`src/rtl/dac_volt_gen.sv`:
```
// Voltage-to-DAC code generator: converts a signed millivolt request into an
// 8-bit offset-binary code and drives it to a parallel DAC with a divided clock.
module dac_volt_gen #(
   parameter logic [7:0]  M        = 8'd127,
   parameter logic [12:0] VOLT_MAX = 13'd5000,
   parameter int          CLK_DIV  = 25
) (
   input  logic        sys_clk,
   input  logic        sys_rst_n,
   input  logic        volt_valid,
   input  logic        volt_sign,
   input  logic [12:0] volt_mag,
   output logic        volt_ready,
   output logic        conv_done,
   output logic        da_clk,
   output logic [7:0]  da_data
);

   typedef enum logic [1:0] {IDLE, LOAD, DIV, OUT} state_t;

   localparam int            CW        = $clog2(CLK_DIV);
   localparam logic [CW-1:0] CNT_LAST  = CW'(CLK_DIV - 1);
   localparam logic [20:0]   POS_GAIN  = 21'(8'd255 - M);
   localparam logic [20:0]   ZERO_OFS  = 21'(VOLT_MAX) * 21'(M);
   localparam logic [13:0]   DIVISOR   = 14'(VOLT_MAX);
   localparam logic [4:0]    LAST_ITER = 5'd20;

   state_t        state;
   state_t        state_nxt;
   logic          sign_q;
   logic [12:0]   mag_q;
   logic [20:0]   num;
   logic [12:0]   rem;
   logic [7:0]    quo;
   logic [4:0]    iter;
   logic [7:0]    code_hold;
   logic [CW-1:0] div_cnt;
   logic [13:0]   rem_sh;
   logic          rem_ge;

   assign volt_ready = (state == IDLE);

   // NOTE: sequential state uses <= so every register samples pre-edge values.
   always_ff @(posedge sys_clk or negedge sys_rst_n) begin
      if (!sys_rst_n) state <= IDLE;
      else            state <= state_nxt;
   end

   // NOTE: the default assignment first keeps this block free of inferred latches.
   always_comb begin
      state_nxt = state;
      case (state)
         IDLE:    if (volt_valid) state_nxt = LOAD;
         LOAD:    state_nxt = DIV;
         DIV:     if (iter == LAST_ITER) state_nxt = OUT;
         OUT:     state_nxt = IDLE;
         default: state_nxt = IDLE;
      endcase
   end

   // Restoring divide step: bring down the next numerator bit, subtract if it fits.
   assign rem_sh = {rem, num[20]};
   assign rem_ge = (rem_sh >= DIVISOR);

   always_ff @(posedge sys_clk or negedge sys_rst_n) begin
      if (!sys_rst_n) begin
         sign_q    <= 1'b0;
         mag_q     <= '0;
         num       <= '0;
         rem       <= '0;
         quo       <= '0;
         iter      <= '0;
         code_hold <= M;
         conv_done <= 1'b0;
      end else begin
         conv_done <= 1'b0;
         case (state)
            IDLE: begin
               if (volt_valid) begin
                  sign_q <= volt_sign;
                  mag_q  <= (volt_mag > VOLT_MAX) ? VOLT_MAX : volt_mag;
               end
            end
            LOAD: begin
               num  <= sign_q ? 21'(VOLT_MAX - mag_q) * 21'(M)
                              : 21'(mag_q) * POS_GAIN + ZERO_OFS;
               rem  <= '0;
               quo  <= '0;
               iter <= '0;
            end
            DIV: begin
               rem  <= rem_ge ? 13'(rem_sh - DIVISOR) : rem_sh[12:0];
               num  <= {num[19:0], 1'b0};
               quo  <= {quo[6:0], rem_ge};
               iter <= iter + 5'd1;
            end
            OUT: begin
               code_hold <= quo;
               conv_done <= 1'b1;
            end
            default: ;
         endcase
      end
   end

   // Free-running DAC clock; the code is updated on its falling edge so it is
   // stable for a full half-period before the DAC samples on the rising edge.
   always_ff @(posedge sys_clk or negedge sys_rst_n) begin
      if (!sys_rst_n) begin
         div_cnt <= '0;
         da_clk  <= 1'b0;
         da_data <= M;
      end else if (div_cnt == CNT_LAST) begin
         div_cnt <= '0;
         da_clk  <= ~da_clk;
         if (da_clk) da_data <= code_hold;
      end else begin
         div_cnt <= div_cnt + CW'(1);
      end
   end

endmodule
```
`config.mk`:
```
export PLATFORM = sky130hd
export DESIGN_NAME = dac_volt_gen
export DESIGN_NICKNAME = d
export VERILOG_FILES = /design/src/rtl/dac_volt_gen.sv
export SDC_FILE = /design/constraint.sdc
export NUM_CORES = 1
export LEC_CHECK = 0
export ABC_AREA = 1
export BUFFER_PORTS_ARGS = -buffer_cell sky130_fd_sc_hd__buf_2
export CORE_MARGIN = 10
export CORE_UTILIZATION = 50
export CTS_CLUSTER_DIAMETER = 40
export DETAILED_ROUTE_END_ITERATION = 16
export PLACE_DENSITY = 0.64
export SLEW_MARGIN = 15
export SYNTH_ARGS = -nofsm -noshare
export SYNTH_HDL_FRONTEND = slang
export SYNTH_SLANG_ARGS = --single-unit
```
`constraint.sdc`:
```
create_clock -name sys_clk -period 6.1 [get_ports sys_clk]
set_input_delay 0.915 -clock sys_clk [delete_from_list [all_inputs] [get_ports sys_clk]]
set_output_delay 0.915 -clock sys_clk [all_outputs]
set_load 0.005 [all_outputs]
```
==> flow_summary.yaml, run 1 <==
cts:
  insertion_delay_ns: 0.34
  hold_buffers: 0
  cts.clk_slew.worst_paths_ns: 0.07
  cts.sinks: 86
  cts_tree: "built"
  cts_buffer_depth: 2
  cts_max_level: 3
  cts_buffers: 9
  cts-root-buf: "clkbuf_16"
sta:
  fin_crit_ns: 5.66
  fin_ws_ns: 0.437
  rsz0062_at_grt: "no"
  finalCritPeriodShare_pct: 92.8
  tightest_slew_ns: 0.961
  hold_viol: 0
  fin_setup_tns_ns: 0
  maxSlewViolCount: 0
  maxSlewHeadroom_pct: 35.9
  finClkSkew_ns: 0.0119
  timing.fmax_mhz: 177
  finalSetupViolations: 0
worst_setup_path:
  worst_setup_path_end_kind: "flip-flop"
  cp.required_ns: 6.33
  critical_path.most_common_cell: "inv_1"
  r2r_cells: 27
  critPathKind: "reg -> reg"
  rr_endpoint: "num[14]$_DFFE_PN0P_"
  path_depth: 27
  ff2ff_setup_slack_ns: 0.44
  max_stage_delay_ns: 0.55
  critPathMaxFanout: 6
  crit_path_top_delay_cell: "fa_1"
  cp_top_family: "adder cells"
  worstSetupStartpointType: "flip-flop"
  r2r_start: "mag_q[5]$_DFFE_PN0P_"
  path_buf_inv: 7
  worstPathArrival_ns: 5.89
synthesis:
  synth_most_common_cell: "inv_1"
  yosysWarnings: 0
  synth_edf_count: 0
  synth_top_family_by_area: "adder cells"
  synth.ff_latch_count: 86
  synth_compound_area_share_pct: 14.7
  synth-async-reset-ratio_pct: 100
  synth_cell_types: 46
  synth_top_flop_cell: "dfrtp_1"
  synth_common_cells: "inv_1, nand2_1, o21ai_0"
  synth_xor_area_share_pct: 5.48
  syn-cell-area_mm2: 0.00717
  synth_fp_nets: 1017
  synth_top_area_cell: "dfrtp_1"
  synth.area.top_cells: "dfrtp_1, fa_1, inv_1"
  synth_mux_area_share_pct: 0.157
  synth_area_per_cell_um2: 7.91
  yosysSeqAreaShare_pct: 30.2
  synth_fa_ha_area_share_pct: 20.8
  syn_inst: 907
  synthSimpleGateAreaFrac_pct: 18.0
  yosysTopAreaCellShare_pct: 25.1
detailed_routing:
  drt-initial-drc-count: 404
  drt-total-wl_mm: 16.9
  num_vias: 5848
  first_pass_iters: 5
  ant_nets: 0
  routed_via_density: 5.20
  drc: 0
  wire_per_inst_um: 15.0
grt:
  grt_pass1_vias: 5888
  antenna_found_initial: 0
  grt_pass1_wl_mm: 29.3
  grt_overflow: 0
  grt_use_total_pct: 17.9
  grt_max_degree: 78
placed_design:
  io_buffers: 27
  place_inst: 1109
  dp_hpwl_mm: 13.4
  gp_congestion: 0.897
  post-place-ws_ns: 0.393
run:
  drv_cap: 0
die:
  core_mm2: 0.0140
  io_pins: 28
  die_area_mm2: 0.0195
  die_y_um: 140
  rows: 43
  initial_utilization_pct: 51.3
  die_w_um: 140
finish:
  layout-drive-gt1-share_pct: 11.0
  final_cells: 1125
  final_nets: 1050
  area_growth_pct: 9.47
  num_antenna_cells: 0
min_path:
  hold_path.class: "in -> async"
status:
  status: "finished clean"
kinds of logic (layout without fill, tap and decap cells):
| logic type | count (synthesis) | after routing |
|---|---|---|
| simple gates | 295 | 295 |
| buf+inv | 202 | 240 |
| compound gates | 186 | 186 |
| fa+ha+maj | 93 | 93 |
| flops | 86 | 86 |
| xor+xnor | 44 | 44 |
| mux | 1 | 1 |
placed cells by master, fill, tap and decap left out, drive strengths merged, types with 6 or more instances in the layout:
| cell type | count |
|---|---|
| inv | 186 |
| nand2 | 185 |
| o21ai | 88 |
| dfrtp | 72 |
| ha | 49 |
| nand3 | 46 |
| nor2 | 45 |
| fa | 44 |
| a21oi | 42 |
| buf | 37 |
| xor2 | 35 |
| o22ai | 17 |
| dfstp | 14 |
| o211ai | 11 |
| xnor2 | 9 |
| clkbuf | 9 |
| nor3 | 8 |
| a21o | 7 |
| clkinv | 6 |
final cells by class:
class	count	area [um^2]
Clock buffer	9	225
Clock inverter	7	72.6
Fill cell	1335	6140
Inverter	187	702
Multi-Input combinational cell	619	4240
Sequential cell	86	2170
Tap cell	180	225
Timing Repair Buffer	37	213
worst register-to-register path, stage by stage, from the launching register on:
cell	delay [ns]
dfrtp_1	0.43
inv_2	0.14
ha_1	0.27
inv_1	0.06
nor2_1	0.11
nand2_2	0.10
xor2_1	0.38
inv_1	0.17
nand2_1	0.11
nand2_1	0.12
xor2_1	0.18
fa_1	0.49
inv_1	0.05
fa_1	0.53
inv_1	0.05
fa_1	0.55
inv_1	0.05
ha_1	0.37
a21oi_1	0.21
o21ai_0	0.11
inv_1	0.06
nand2_1	0.08
a31oi_1	0.29
o21ai_0	0.15
o21ai_0	0.23
nand3_1	0.12
nand2_1	0.09
nand2_1	0.05
through the flow:
stage / utilization (%) / instance area [um^2] / hold slack (ns)
floorplan: - / 7170 / 0.434
global placement: 54.0 / 7550 / 0.450
detailed placement: 54.0 / 7550 / 0.464
CTS: 56.1 / 7850 / 0.385
global route: 56.1 / 7850 / 0.383
finish: 56.1 / 7850 / 0.390
state kept, by name (all words and copies together) (netlist names):
| signal | count |
|---|---|
| quo | 8 |
| num | 21 |
| mag_q | 13 |
| div_cnt | 5 |
| state | 2 |
| iter | 5 |
| conv_done | 1 |
| code_hold | 8 |
| da_data | 8 |
| da_clk | 1 |
| sign_q | 1 |
| rem | 13 |
how the worst max path moves through the flow:
stage | to | startpoint | slack, ns
after floorplan | num[17]$_DFFE_PN0P_ | mag_q[0]$_DFFE_PN0P_ | 1.02
after global placement | num[14]$_DFFE_PN0P_ | mag_q[0]$_DFFE_PN0P_ | 0.42
after detailed placement | num[14]$_DFFE_PN0P_ | mag_q[0]$_DFFE_PN0P_ | 0.39
after CTS | num[16]$_DFFE_PN0P_ | mag_q[0]$_DFFE_PN0P_ | 0.39
after global routing | num[14]$_DFFE_PN0P_ | mag_q[5]$_DFFE_PN0P_ | 0.008
final | num[14]$_DFFE_PN0P_ | mag_q[5]$_DFFE_PN0P_ | 0.44
per-layer routing:
layer | GRT usage, % | wire [um]
met2 | 30.3 | 8220
met3 | 3.30 | 630
met1 | 23.3 | 7900
met4 | 3.53 | 160
met5 | 0 | 0
what timing repair did:
item,in CTS,in global routing
gates resized for setup,0,1
endpoints found under the setup margin,0,3
buffers inserted,0,0
Power of run 1 is not shown: default switching activity piles up to over one toggle a cycle in this logic, so the estimate is an artifact.
==> run 2, diff against run 1 <==
--- a/config.mk
+++ b/config.mk
@@ -5,7 +5,6 @@
 export SDC_FILE = /design/constraint.sdc
 export NUM_CORES = 1
 export LEC_CHECK = 0
-export ABC_AREA = 1
 export BUFFER_PORTS_ARGS = -buffer_cell sky130_fd_sc_hd__buf_2
 export CORE_MARGIN = 10
 export CORE_UTILIZATION = 50
==> run 2 against run 1 <==
Compared with the run above: largest cell class unchanged; via count decreased by 7.1%; register-to-register slack got worse by 0.08 ns; final area increased by 0.92%; area after synthesis increased by 1.6%; wire length decreased by 6.9%; final cell count decreased by 11%; critical path depth decreased by 6.
==> flow_summary.yaml, run 2 <==
status:
  status: "finished clean"
detailed_routing:
  num_vias: 5430
  drc: 0
  drt-total-wl_mm: 15.7
  ant_nets: 0
  first_pass_iters: 5
  routed_via_density: 5.41
  drt-initial-drc-count: 381
  wire_per_inst_um: 15.7
worst_setup_path:
  critPathMaxFanout: 9
  rr_endpoint: "num[20]$_DFFE_PN0P_"
  max_stage_delay_ns: 0.68
  path_buf_inv: 3
  cp_top_family: "adder cells"
  cp_cell_sequence: "buf_4 > or4_2 > nand2_1 > ha_1 > nand2_1 > nand2_1 > ha_1 > xor2_1 > fa_1 > inv_1 > fa_1 > inv_1 > ha_1 > a21oi_1 > o211ai_1 > a21oi_1 > a211oi_1 > o41ai_2 > xnor2_1 > xnor2_1 > o21ai_1"
  crit_path_top_delay_cell: "or4_2"
  r2r_start: "mag_q[0]$_DFFE_PN0P_"
  cp.required_ns: 6.32
  r2r_cells: 21
  ff2ff_setup_slack_ns: 0.35
  worstSetupStartpointType: "flip-flop"
  worstPathArrival_ns: 5.96
  critPathKind: "reg -> reg"
  worst_setup_path_end_kind: "flip-flop"
min_path:
  hold_path_depth: 1
  hold_path.class: "reg -> reg"
  hp-start: "div_cnt[0]$_DFF_PN0_"
  whs_endpoint: "div_cnt[0]$_DFF_PN0_"
finish:
  largest_reg_flops: 21
  layout-drive-gt1-share_pct: 14.3
  top_regs: "num x21, mag_q x13, rem x13"
  final_area_mm2: 0.00793
  layout_commonest_cell: "inv_1"
  area_growth_pct: 8.76
  seqCellArea_mm2: 0.00217
  regMostFlops: "num"
  multi_input_area_mm2: 0.00443
  final_cell_mix: "inv_1, dfrtp_1, o21ai_0, nand2_1, ha_1"
  final_nets: 925
  num_antenna_cells: 0
  fillCellCount: 1290
cts:
  cts_max_level: 3
  cts-root-buf: "clkbuf_16"
  hold_buffers: 0
  cts_buffers: 9
  insertion_delay_ns: 0.34
  cts_buffer_depth: 2
  cts_tree: "built"
  cts.sinks: 86
  cts.clk_slew.worst_paths_ns: 0.07
synthesis:
  synth_top_area_cell: "dfrtp_1"
  synth_top_flop_cell: "dfrtp_1"
  synth_edf_count: 0
  yosysTopAreaCellShare_pct: 24.7
  synth_most_common_cell: "inv_1"
  synth.area.top_cells: "dfrtp_1, fa_1, ha_1"
  synth_cell_types: 71
  syn_inst: 793
  synth_common_cells: "inv_1, dfrtp_1, o21ai_0"
  synth-async-reset-ratio_pct: 100
  syn-cell-area_mm2: 0.00729
  yosysSeqAreaShare_pct: 29.8
  synth.ff_latch_count: 86
  synth_fp_nets: 903
  synth_area_per_cell_um2: 9.19
  yosysWarnings: 0
placed_design:
  io_buffers: 27
  place_area_mm2: 0.00755
  dp_hpwl_mm: 12.2
  gp_congestion: 0.892
sta:
  maxSlewViolCount: 0
  rsz0062_at_grt: "no"
  maxSlewHeadroom_pct: 38.7
  finalCritPeriodShare_pct: 94.2
  finClkSkew_ns: 0.00888
  timing.fmax_mhz: 174
  fin_setup_tns_ns: 0
  fin_crit_ns: 5.75
  hold_viol: 0
  finalSetupViolations: 0
  tightest_slew_ns: 0.920
die:
  io_pins: 28
  die_area_mm2: 0.0198
  die_y_um: 141
  rows: 44
  initial_utilization_pct: 50.5
  die_w_um: 141
  core_mm2: 0.0144
grt:
  grt_pass1_wl_mm: 27.2
  grt_use_total_pct: 16.2
  grt_pass1_vias: 5565
  grt_max_degree: 87
  antenna_found_initial: 0
  grt_overflow: 0
run:
  drv_cap: 0
[run 2: worst max-delay path by stage]
| stage | startpoint | endpoint | slack (ns) | cells after the start |
|---|---|---|---|---|
| floorplan | mag_q[5]$_DFFE_PN0P_ | num[20]$_DFFE_PN0P_ | 0.1 | 22 |
| global placement | mag_q[0]$_DFFE_PN0P_ | num[17]$_DFFE_PN0P_ | 0.37 | 21 |
| detailed placement | mag_q[1]$_DFFE_PN0P_ | num[20]$_DFFE_PN0P_ | 0.30 | 22 |
| CTS | mag_q[1]$_DFFE_PN0P_ | num[20]$_DFFE_PN0P_ | 0.29 | 22 |
| global route | mag_q[5]$_DFFE_PN0P_ | num[20]$_DFFE_PN0P_ | 0.004 | 22 |
| finish | mag_q[0]$_DFFE_PN0P_ | num[20]$_DFFE_PN0P_ | 0.35 | 21 |
[run 2: layer usage]
layer	routed length, um	vias to the layer above	global-route usage [%]
met5	0	-	0
li1	-	2676	-
met4	250	0	4.62
met1	7280	2644	21.1
met3	442	18	2.25
met2	7770	92	27.3
[run 2: repair_timing]
item | CTS | global route
setup buffers | 0 | 2
setup endpoints to repair | 0 | 4
gates resized for setup | 0 | 6
[run 2: through the flow]
step / worst slack, ns / hold slack, ns / std cells / util, %
floorplan: 0.0979 / 0.455 / 793 / -
global placement: 0.366 / 0.468 / 986 / 52.4
detailed placement: 0.298 / 0.484 / 986 / 52.4
CTS: 0.289 / 0.495 / 1002 / 54.5
global route: 0.00444 / 0.528 / 1004 / 54.9
finish: 0.354 / 0.496 / 1004 / 54.9
[run 2: logic make-up (layout without fill, tap and decap cells)]
logic type / count (synthesis) / after routing / share of synthesized area (%)
xor gates and xnor gates: 70 / 70 / 8.98
AOI/OAI and AO/OA: 186 / 186 / 15.8
buffers and inverters: 171 / 198 / 9.96
DFF: 86 / 86 / 29.8
and+or+nand+nor: 157 / 157 / 10.5
muxes: 29 / 29 / 4.36
adders and majority gates: 94 / 94 / 20.6
[run 2: area by class of cell]
cell class,count,share of cell area [%]
tap,184,2.90
multi-input combinational,536,56.0
clock inverter,7,1.09
inverter,140,6.63
sequential,86,27.4
timing repair buffer,42,3.20
clock buffer,9,2.84
Power of run 2 is left out for the same reason.
==> run 3, diff against run 2 <==
--- a/config.mk
+++ b/config.mk
@@ -5,12 +5,12 @@
 export SDC_FILE = /design/constraint.sdc
 export NUM_CORES = 1
 export LEC_CHECK = 0
-export BUFFER_PORTS_ARGS = -buffer_cell sky130_fd_sc_hd__buf_2
 export CORE_MARGIN = 10
 export CORE_UTILIZATION = 50
 export CTS_CLUSTER_DIAMETER = 40
 export DETAILED_ROUTE_END_ITERATION = 16
-export PLACE_DENSITY = 0.64
+export DONT_BUFFER_PORTS = 1
+export PLACE_DENSITY = 0.62
 export SLEW_MARGIN = 15
 export SYNTH_ARGS = -nofsm -noshare
 export SYNTH_HDL_FRONTEND = slang
==> constraint.sdc (replaced) <==
create_clock -name sys_clk -period 5.85 [get_ports sys_clk]
set_input_delay 0.8775 -clock sys_clk [delete_from_list [all_inputs] [get_ports sys_clk]]
set_output_delay 0.8775 -clock sys_clk [all_outputs]
set_load 0.005 [all_outputs]
==> run 3 against run 2 <==
Compared with the run above: via count down 2.6%; global-route usage down 0.074 points; first-iteration DRC count down 25%; fmax up 2.2%.
==> flow_summary.yaml, run 3 (synthesized netlist as in run 2, its figures left out) <==
worst_setup_path:
  worstSetupStartpointType: "flip-flop"
  r2r_cells: 23
  critPathKind: "reg -> reg"
  r2r_start: "mag_q[6]$_DFFE_PN0P_"
  crit_start: "mag_q[6]$_DFFE_PN0P_"
  rr_endpoint: "num[20]$_DFFE_PN0P_"
  worst_setup_path_end_kind: "flip-flop"
  worstPathArrival_ns: 5.85
  cp.required_ns: 6.08
  critPathMaxFanout: 5
  ff2ff_setup_slack_ns: 0.23
sta:
  hold_viol: 0
  finClkSkew_ns: 0.00984
  finalCritPeriodShare_pct: 96.1
  finalSetupViolations: 0
  timing.hold.ws_ns: 0.233
  fin_crit_ns: 5.62
  timing.fmax_mhz: 178
  maxSlewHeadroom_pct: 50.7
  maxSlewViolCount: 0
  tightest_slew_ns: 0.739
status:
  status: "finished clean"
cts:
  cts_tree: "built"
  cts.clk_slew.worst_paths_ns: 0.07
  cts_max_level: 3
  cts_buffer_depth: 2
  cts-root-buf: "clkbuf_16"
  cts.sinks: 86
  insertion_delay_ns: 0.34
  cts_buffers: 9
finish:
  regMostFlops: "num"
  area_growth_pct: 7.83
  layout-drive-gt1-share_pct: 12.9
  final_nets: 905
  final_core_util_pct: 54.5
  multi_input_area_mm2: 0.00447
  num_antenna_cells: 0
  largest_reg_flops: 21
  seqCellArea_mm2: 0.00217
  layout_commonest_cell: "inv_1"
  fillCellCount: 1318
  top_regs: "num x21, mag_q x13, rem x13"
  final_cell_mix: "inv_1, dfrtp_1, o21ai_0, nand2_1, ha_1"
die:
  initial_utilization_pct: 50.5
  die_w_um: 141
  rows: 44
  die_y_um: 141
  io_pins: 28
  die_area_mm2: 0.0198
  core_mm2: 0.0144
placed_design:
  io_buffers: 0
  dp_hpwl_mm: 12.3
  gp_congestion: 0.884
detailed_routing:
  drc: 0
  drt-total-wl_mm: 15.9
  routed_via_density: 5.38
  ant_nets: 0
  num_vias: 5290
  first_pass_iters: 4
  wire_per_inst_um: 16.1
  drt-initial-drc-count: 285
grt:
  grt_max_degree: 87
  grt_pass1_vias: 5421
  grt_pass1_wl_mm: 26.7
  grt_overflow: 0
  antenna_found_initial: 0
  grt_use_total_pct: 16.1
run:
  drv_cap: 0
min_path:
  hold_path.class: "in -> async"
==> run 3: critical path, stage by stage, from the launching register on <==
cell and delay, ns:
dfrtp_1 0.43, inv_1 0.11, ha_1 0.21, or2b_2 0.32, o21a_1 0.25, o22a_2 0.28
xnor2_1 0.28, buf_4 0.19, xnor2_1 0.07, fa_1 0.49, inv_1 0.06, fa_1 0.53
inv_1 0.06, fa_1 0.55, inv_1 0.05, ha_1 0.38, inv_1 0.10, o21ai_0 0.26
nand2_1 0.08, o21ai_0 0.31, o41ai_2 0.11, xnor2_1 0.19, xnor2_1 0.14, o21ai_1 0.07
==> run 3: per-stage QoR <==
step | setup TNS, ns | worst slack, ns | instances | area [um^2]
2_1_floorplan | 0 | 0.167 | 793 | 7290
3_3_place_gp | 0 | 0.254 | 966 | 7470
3_5_place_dp | 0 | 0.136 | 966 | 7470
4_1_cts | 0 | 0.104 | 982 | 7770
5_1_grt | -0.0136 | -0.0136 | 984 | 7860
6_report | 0 | 0.226 | 984 | 7860
==> run 3: area by class of cell <==
type | instances | share of cell area [%]
multi-input cells | 536 | 56.8
flip-flops and latches | 86 | 27.6
inverters | 140 | 6.69
well taps | 184 | 2.93
clock buffers | 9 | 2.87
repair buffers | 22 | 2.10
clock inverters | 7 | 0.971
==> run 3: metal layers <==
layer  track usage, %  wire length (um)  part of all wire (%)  vias up
met1             20.7              7110                    45     2552
met2             26.9              7770                    49      104
met4             4.51               227                   1.4        0
met3             3.06               756                   4.8       10
met5                0                 0                     0        -
li1                 -                 -                     -     2624
==> run 3: how the worst max path moves through the flow <==
stage          slack [ns]  cells past startpoint             endpoint
6_report             0.23                     23  num[20]$_DFFE_PN0P_
5_1_grt             -0.01                     23  num[19]$_DFFE_PN0P_
4_1_cts              0.10                     20  num[20]$_DFFE_PN0P_
3_5_place_dp         0.14                     20  num[20]$_DFFE_PN0P_
3_3_place_gp         0.25                     20  num[20]$_DFFE_PN0P_
2_1_floorplan        0.17                     22  num[20]$_DFFE_PN0P_
==> run 3: repair_timing <==
action / in CTS / in global routing
setup endpoints to repair: 0 / 10
hold buffers: 0 / 0
setup buffers: 0 / 2
gates resized for setup: 0 / 12
Power of run 3 is left out for the same reason.
